File: src/rtl/mantissa_arbiter.sv
// mantissa_arbiter: round-robin sharing of one pipelined mantissa add/sub datapath with a credit-protected result FIFO.
// Define MANT_ARB_PERF_EN to add saturating o_perf_issue_cnt / o_perf_stall_cnt counters.
module mantissa_arbiter #(
   parameter int NUM_REQ    = 4,
   parameter int SIZE_DATA  = 28,
   parameter int SIZE_SHIFT = 8,
   parameter int NUM_OP     = 1,
   parameter int DP_LATENCY = 2,
   parameter int FIFO_DEPTH = 4,
   localparam int ID_W      = $clog2(NUM_REQ)
) (
   input  logic                             i_clk,
   input  logic                             i_rst_n,
   input  logic [NUM_REQ-1:0]               i_req_valid,
   output logic [NUM_REQ-1:0]               o_req_ready,
   input  logic [NUM_REQ-1:0]               i_req_sign_A,
   input  logic [NUM_REQ-1:0]               i_req_sign_B,
   input  logic [NUM_REQ*SIZE_DATA-1:0]     i_req_mantissa_A,
   input  logic [NUM_REQ*SIZE_DATA-1:0]     i_req_mantissa_B,
   input  logic [NUM_REQ*NUM_OP-1:0]        i_req_alu_op,
   input  logic [NUM_REQ-1:0]               i_req_diff_signal,
   input  logic [NUM_REQ*SIZE_SHIFT-1:0]    i_req_diff_value,
   output logic                             o_dp_sign_A,
   output logic [SIZE_DATA-1:0]             o_dp_mantissa_A,
   output logic                             o_dp_sign_B,
   output logic [SIZE_DATA-1:0]             o_dp_mantissa_B,
   output logic [NUM_OP-1:0]                o_dp_alu_op,
   output logic                             o_dp_diff_signal,
   output logic [SIZE_SHIFT-1:0]            o_dp_diff_value,
   input  logic                             i_dp_sign_result,
   input  logic [SIZE_DATA-1:0]             i_dp_mantissa,
   input  logic                             i_dp_overflow,
   output logic                             o_rsp_valid,
   input  logic                             i_rsp_ready,
   output logic [ID_W-1:0]                  o_rsp_id,
   output logic                             o_rsp_sign,
   output logic [SIZE_DATA-1:0]             o_rsp_mantissa,
   output logic                             o_rsp_overflow,
`ifdef MANT_ARB_PERF_EN
   output logic                             o_busy,
   output logic [31:0]                      o_perf_issue_cnt,
   output logic [31:0]                      o_perf_stall_cnt
`else
   output logic                             o_busy
`endif
);

   localparam int PTR_W   = (FIFO_DEPTH > 1) ? $clog2(FIFO_DEPTH) : 1;
   localparam int CNT_W   = $clog2(FIFO_DEPTH + DP_LATENCY + 1);
   localparam int ENTRY_W = ID_W + SIZE_DATA + 2;

   logic [ID_W-1:0]       r_rr_ptr;
   logic [DP_LATENCY-1:0] r_tag_vld;
   logic [ID_W-1:0]       r_tag_id [DP_LATENCY];
   logic [ENTRY_W-1:0]    r_fifo [FIFO_DEPTH];
   logic [PTR_W-1:0]      r_wr_ptr;
   logic [PTR_W-1:0]      r_rd_ptr;
   logic [CNT_W-1:0]      r_fifo_cnt;
   logic [CNT_W-1:0]      w_inflight;
   logic                  w_issue_ok;
   logic                  w_issue;
   logic [ID_W-1:0]       w_gnt_id;
   logic                  w_push;
   logic                  w_pop;
   logic                  w_empty;
   logic                  w_full;

   always_comb begin
      w_inflight = '0;
      for (int i = 0; i < DP_LATENCY; i++)
         w_inflight = w_inflight + CNT_W'(r_tag_vld[i]);
   end

   // Credits cover every op issued but not yet popped, so the FIFO can never overflow.
   assign w_issue_ok = (w_inflight + r_fifo_cnt) < CNT_W'(FIFO_DEPTH);

   // Walk downward so the requester closest after the pointer is the one left standing.
   always_comb begin
      w_issue  = 1'b0;
      w_gnt_id = '0;
      for (int k = NUM_REQ; k >= 1; k--) begin
         if (w_issue_ok && i_req_valid[(int'(r_rr_ptr) + k) % NUM_REQ]) begin
            w_issue  = 1'b1;
            w_gnt_id = ID_W'((int'(r_rr_ptr) + k) % NUM_REQ);
         end
      end
   end

   assign o_req_ready      = w_issue ? (NUM_REQ'(1) << w_gnt_id) : '0;
   assign o_dp_sign_A      = w_issue & i_req_sign_A[w_gnt_id];
   assign o_dp_sign_B      = w_issue & i_req_sign_B[w_gnt_id];
   assign o_dp_diff_signal = w_issue & i_req_diff_signal[w_gnt_id];
   assign o_dp_mantissa_A  = w_issue ? i_req_mantissa_A[w_gnt_id*SIZE_DATA +: SIZE_DATA] : '0;
   assign o_dp_mantissa_B  = w_issue ? i_req_mantissa_B[w_gnt_id*SIZE_DATA +: SIZE_DATA] : '0;
   assign o_dp_alu_op      = w_issue ? i_req_alu_op[w_gnt_id*NUM_OP +: NUM_OP] : '0;
   assign o_dp_diff_value  = w_issue ? i_req_diff_value[w_gnt_id*SIZE_SHIFT +: SIZE_SHIFT] : '0;

   assign w_empty = (r_fifo_cnt == '0);
   assign w_full  = (r_fifo_cnt == CNT_W'(FIFO_DEPTH));
   assign w_push  = r_tag_vld[DP_LATENCY-1];
   assign w_pop   = !w_empty & i_rsp_ready;

   always_ff @(posedge i_clk or negedge i_rst_n) begin
      if (!i_rst_n) begin
         r_rr_ptr   <= ID_W'(NUM_REQ - 1);
         r_tag_vld  <= '0;
         r_wr_ptr   <= '0;
         r_rd_ptr   <= '0;
         r_fifo_cnt <= '0;
      end else begin
         if (w_issue)
            r_rr_ptr <= w_gnt_id;
         r_tag_vld[0] <= w_issue;
         for (int i = 1; i < DP_LATENCY; i++)
            r_tag_vld[i] <= r_tag_vld[i-1];
         if (w_push)
            r_wr_ptr <= (r_wr_ptr == PTR_W'(FIFO_DEPTH - 1)) ? '0 : r_wr_ptr + 1'b1;
         if (w_pop)
            r_rd_ptr <= (r_rd_ptr == PTR_W'(FIFO_DEPTH - 1)) ? '0 : r_rd_ptr + 1'b1;
         r_fifo_cnt <= r_fifo_cnt + CNT_W'(w_push) - CNT_W'(w_pop);
      end
   end

   always_ff @(posedge i_clk) begin
      r_tag_id[0] <= w_gnt_id;
      for (int i = 1; i < DP_LATENCY; i++)
         r_tag_id[i] <= r_tag_id[i-1];
      if (w_push)
         r_fifo[r_wr_ptr] <= {r_tag_id[DP_LATENCY-1], i_dp_sign_result, i_dp_overflow, i_dp_mantissa};
   end

   assign o_rsp_valid = !w_empty;
   assign {o_rsp_id, o_rsp_sign, o_rsp_overflow, o_rsp_mantissa} = w_empty ? '0 : r_fifo[r_rd_ptr];
   assign o_busy = (w_inflight != '0) | !w_empty;

   assert property (@(posedge i_clk) disable iff (!i_rst_n) !(w_push && w_full));

`ifdef MANT_ARB_PERF_EN
   logic [31:0] r_perf_issue;
   logic [31:0] r_perf_stall;

   always_ff @(posedge i_clk or negedge i_rst_n) begin
      if (!i_rst_n) begin
         r_perf_issue <= '0;
         r_perf_stall <= '0;
      end else begin
         if (w_issue && !(&r_perf_issue))
            r_perf_issue <= r_perf_issue + 32'd1;
         if (|i_req_valid && !w_issue_ok && !(&r_perf_stall))
            r_perf_stall <= r_perf_stall + 32'd1;
      end
   end

   assign o_perf_issue_cnt = r_perf_issue;
   assign o_perf_stall_cnt = r_perf_stall;
`endif

endmodule

File: config.mk
export PLATFORM = sky130hd
export DESIGN_NAME = mantissa_arbiter
export DESIGN_NICKNAME = d
export VERILOG_FILES = /design/src/rtl/mantissa_arbiter.sv
export SDC_FILE = /design/constraint.sdc
export NUM_CORES = 1
export LEC_CHECK = 0
export ABC_AREA = 1
export BUFFER_PORTS_ARGS = -buffer_cell sky130_fd_sc_hd__buf_4
export CAP_MARGIN = 20
export CELL_PAD_IN_SITES_DETAIL_PLACEMENT = 1
export CELL_PAD_IN_SITES_GLOBAL_PLACEMENT = 1
export CORE_ASPECT_RATIO = 0.8
export CORE_MARGIN = 5
export CORE_UTILIZATION = 36
export CTS_BUF_LIST = sky130_fd_sc_hd__clkbuf_4 sky130_fd_sc_hd__clkbuf_8
export CTS_CLUSTER_DIAMETER = 150
export DETAILED_ROUTE_END_ITERATION = 6
export GPL_TIMING_DRIVEN = 0
export MAX_ROUTING_LAYER = met4
export PLACE_DENSITY = 0.86
export SYNTH_ARGS = -nofsm -noshare
export SYNTH_HDL_FRONTEND = slang
export SYNTH_SLANG_ARGS = --single-unit
export TNS_END_PERCENT = 10
File: constraint.sdc
create_clock -name i_clk -period 6.7 [get_ports i_clk]
set_input_delay 0.335 -clock i_clk [delete_from_list [all_inputs] [get_ports i_clk]]
set_output_delay 0.335 -clock i_clk [all_outputs]
set_load 0.01 [all_outputs]
==> summary.txt <==
Status = complete, no violations
Root buffer selected by CTS = sky130_fd_sc_hd__clkbuf_8
Final setup violation count = 0
Total detailed-routing wirelength = 42.2 mm
CTS tree = done
Antenna violations before repair = 2
RSZ-0062 raised after global routing = no
Number of cells on the worst reg-to-reg path = 11
Net Count, Synth = 1511
Initial cell density of the core = 36.6%
Clock-pin slew reported for the worst setup and hold paths after clock tree synthesis = 0.09 ns
Total global-route track usage = 29.7%
Global-route wire length before repair = 61.4 mm
Number of detailed-routing iterations run before antenna repair = 5
Share of async-settable or async-resettable flops after synthesis = 7.69%
Max Clock Skew = 0.0121 ns
Sequential cell area fraction in the yosys report = 47.3%
Smallest setup slack after layout = 2.62 ns
Kind of critical path = flop to output pin
Crit Reg-Reg Startpoint = r_fifo_cnt[2]$_DFF_PN0_
Biggest fanout along the worst timing path = 10
Number of enable flip-flop cells after synthesis = 128
Number of DRC markers after the initial detailed-route iteration = 671
Hold Path Origin = i_dp_mantissa[8]
Cell at the slowest stage of the critical path = sky130_fd_sc_hd__dfrtp_1
Overall overflow remaining after global route = 0
Via count of the first global-routing pass = 10600
Depth of the CTS H-tree = 4
Final Cycle Share = 60.9%
IO Port Bufs = 414
Data arrival time of the critical path = 3.74 ns
Kind of end point of the critical path = output pin
Vias per std cell = 5.23
Summed negative setup slack over all endpoints = 0 ns
Post-Place Setup Slack = 3.17 ns
Pin count of the biggest net entering global routing = 33
Die outline area = 27900 µm²
Mapped Cells = 1191
Final Critical Period = 4.08 ns
Mean instance size in the synthesized netlist = 7.46 µm²
Post-route ant nets = 0
Post-detailed-route wirelength per cell = 21.6 µm
Longest Clk Path Bufs = 2
Final net count = 1945
Width of the die = 186 µm
Routability Congestion = 0.969
Yosys warnings = 0
R2r setup slk = 3.57 ns
Area delta synth->final = 43.9%
Fraction of layout cells with a size suffix above 1 = 32.5%
Required time worst endpoint = 6.36 ns
R2r endpoint = r_fifo_cnt[2]$_DFF_PN0_
Cells along the critical path = clkbuf_1 -> inv_1 -> ha_1 -> nand3_1 -> nand2_1 -> nand2_1 -> nand2_2 -> a21oi_1 -> inv_1 -> nand3_2 -> clkinv_1 -> clkbuf_1 -> buf_2 -> a21oi_1 -> buf_4
Crit-path max cell delay = 0.39 ns
Io pins = 415
Classification of the worst-slack hold path = input port to flop
Instance count after placement with tap cells included = 1923
Number of violations of the max-capacitance limit = 0
Max_slew headroom = 28.9%
Final number of hold-violating endpoints = 0
HPWL after detailed placement = 33.2 mm
Highest achievable clock rate = 245 MHz
Number of distinct library cells after synthesis = 31
Sink of the worst hold path = r_fifo[2][8]$_DFFE_PP_
Transition time at the pin with the least slew margin = 1.06 ns
Total DRC errors in the routed layout = 0
Std cell rows = 51
Area of the core region = 24300 µm²
Synthesized flop and latch total = 143
Synthesized area = 8890 µm²
Max Transition Viols Final = 0
Num CTS Buffers = 17
Final std cells w/o fill = 1958
Vertical die dimension = 151 µm
Clock Sinks = 143
Skew-Pair Late Insertion Delay = 0.44 ns
Startpoint class of the critical path = flop
Via count of the routed design = 10200
Hold Path Stages = 1
Main synth FF type = sky130_fd_sc_hd__edfxtp_1
## worst max path at each step
stage,startpoint,end,depth (start not counted)
final,r_tag_vld[1]$_DFF_PN0_,o_dp_diff_value[3],15
after global placement,r_tag_vld[1]$_DFF_PN0_,o_dp_diff_value[3],15
after CTS,r_tag_vld[1]$_DFF_PN0_,o_dp_diff_value[3],15
after floorplan,r_tag_vld[1]$_DFF_PN0_,o_dp_diff_value[0],14
after detailed placement,r_tag_vld[1]$_DFF_PN0_,o_dp_diff_value[3],15
after global routing,r_tag_vld[1]$_DFF_PN0_,o_dp_diff_value[3],15
## registers in the layout (all words and copies together), names as in the netlist
signal	cells
r_fifo_cnt	3
r_wr_ptr	2
r_tag_vld	2
r_tag_id	4
r_fifo	128
r_rr_ptr	2
r_rd_ptr	2
## stage by stage
step	instance area, µm²	utilization, %	hold WS (ns)
2_1_floorplan	8890	-	0.0394
3_3_place_gp	12400	51.0	0.179
3_5_place_dp	12400	51.0	0.188
4_1_cts	12800	52.6	0.0639
5_1_grt	12800	52.6	0.0511
6_report	12800	52.6	0.0841
## kinds of logic (layout without fill, tap and decap cells)
group / after synthesis / in the layout / share of synthesized area, %
AND/OR/NAND/NOR: 739 / 739 / 33.9
AO/OA/AOI/OAI: 175 / 175 / 9.98
flip-flops: 143 / 143 / 47.3
buffers and inverters: 121 / 568 / 7.00
adder cells (fa/ha/maj): 11 / 11 / 1.63
XOR/XNOR: 2 / 2 / 0.197
other: 0 / 2 / 0
## cells in the final DEF, fill, tap and decap left out, types with 2 or more instances in the layout
cell                         count
sky130_fd_sc_hd__a21oi_1       101
sky130_fd_sc_hd__a21oi_2         3
sky130_fd_sc_hd__buf_1           6
sky130_fd_sc_hd__buf_2          39
sky130_fd_sc_hd__buf_4         426
sky130_fd_sc_hd__buf_6           8
sky130_fd_sc_hd__clkbuf_1       26
sky130_fd_sc_hd__clkbuf_8       17
sky130_fd_sc_hd__clkinv_4        4
sky130_fd_sc_hd__clkinvlp_4      4
sky130_fd_sc_hd__dfrtp_1         9
sky130_fd_sc_hd__dfstp_2         2
sky130_fd_sc_hd__dfxtp_1         4
sky130_fd_sc_hd__diode_2         2
sky130_fd_sc_hd__edfxtp_1      128
sky130_fd_sc_hd__ha_1           10
sky130_fd_sc_hd__inv_1          21
sky130_fd_sc_hd__inv_2           6
sky130_fd_sc_hd__inv_6           4
sky130_fd_sc_hd__nand2_1       443
sky130_fd_sc_hd__nand2_2         9
sky130_fd_sc_hd__nand2_4         2
sky130_fd_sc_hd__nand3_1       144
sky130_fd_sc_hd__nor2_1        134
sky130_fd_sc_hd__nor3_1          3
sky130_fd_sc_hd__o21ai_0        71
## per-layer routing
metal	wire (µm)	share of wire [%]	global-route usage [%]
met5	0	0	-
met4	1770	4.2	11.0
met3	2870	6.8	5.60
met2	20600	49	48.8
met1	16900	40	36.6
## area by class of cell
| cell class | count | area [µm²] |
|---|---|---|
| Fill cell | 3142 | 11500 |
| Sequential cell | 143 | 4200 |
| Multi-Input combinational cell | 927 | 4060 |
| Timing Repair Buffer | 415 | 3120 |
| Buffer | 92 | 510 |
| Tap cell | 318 | 398 |
| Clock buffer | 18 | 241 |
| Clock inverter | 14 | 135 |
| Inverter | 29 | 111 |
| Antenna cell | 2 | 5.00 |
## what timing repair did
item                      in CTS  in global routing
hold endpoints to repair      11                  0
hold buffers                   1                  0
setup buffers                  0                  0
resized for setup              0                  0
## worst max-delay path: cells and delay by family (launching register included)
kind,cells,cell delay [ns]
fa+ha+maj,1,0.29
compound gates,2,0.48
simple gates,5,0.53
flops,1,0.39
buf+inv,7,1.62
## cells in the mapped netlist (2+ instances only)
library cell	number	share of area (%)
sky130_fd_sc_hd__inv_2	2	0.085
sky130_fd_sc_hd__inv_1	25	1.1
sky130_fd_sc_hd__buf_1	6	0.25
sky130_fd_sc_hd__o21ai_0	71	4.0
sky130_fd_sc_hd__nand2_2	9	0.63
sky130_fd_sc_hd__dfrtp_1	9	2.5
sky130_fd_sc_hd__nor3_1	3	0.17
sky130_fd_sc_hd__a21oi_2	3	0.30
sky130_fd_sc_hd__nand2_1	443	19
sky130_fd_sc_hd__dfstp_2	2	0.59
sky130_fd_sc_hd__buf_2	39	2.2
sky130_fd_sc_hd__nand2_4	2	0.25
sky130_fd_sc_hd__clkbuf_1	26	1.1
sky130_fd_sc_hd__buf_4	12	1.0
sky130_fd_sc_hd__nor2_1	134	5.7
sky130_fd_sc_hd__dfxtp_1	4	0.90
sky130_fd_sc_hd__a21oi_1	101	5.7
sky130_fd_sc_hd__edfxtp_1	128	43
sky130_fd_sc_hd__buf_6	8	1.0
sky130_fd_sc_hd__nand3_1	144	8.1
sky130_fd_sc_hd__ha_1	10	1.4
Power is not shown: default switching activity piles up to over one toggle a cycle in this logic, so the estimate is an artifact.
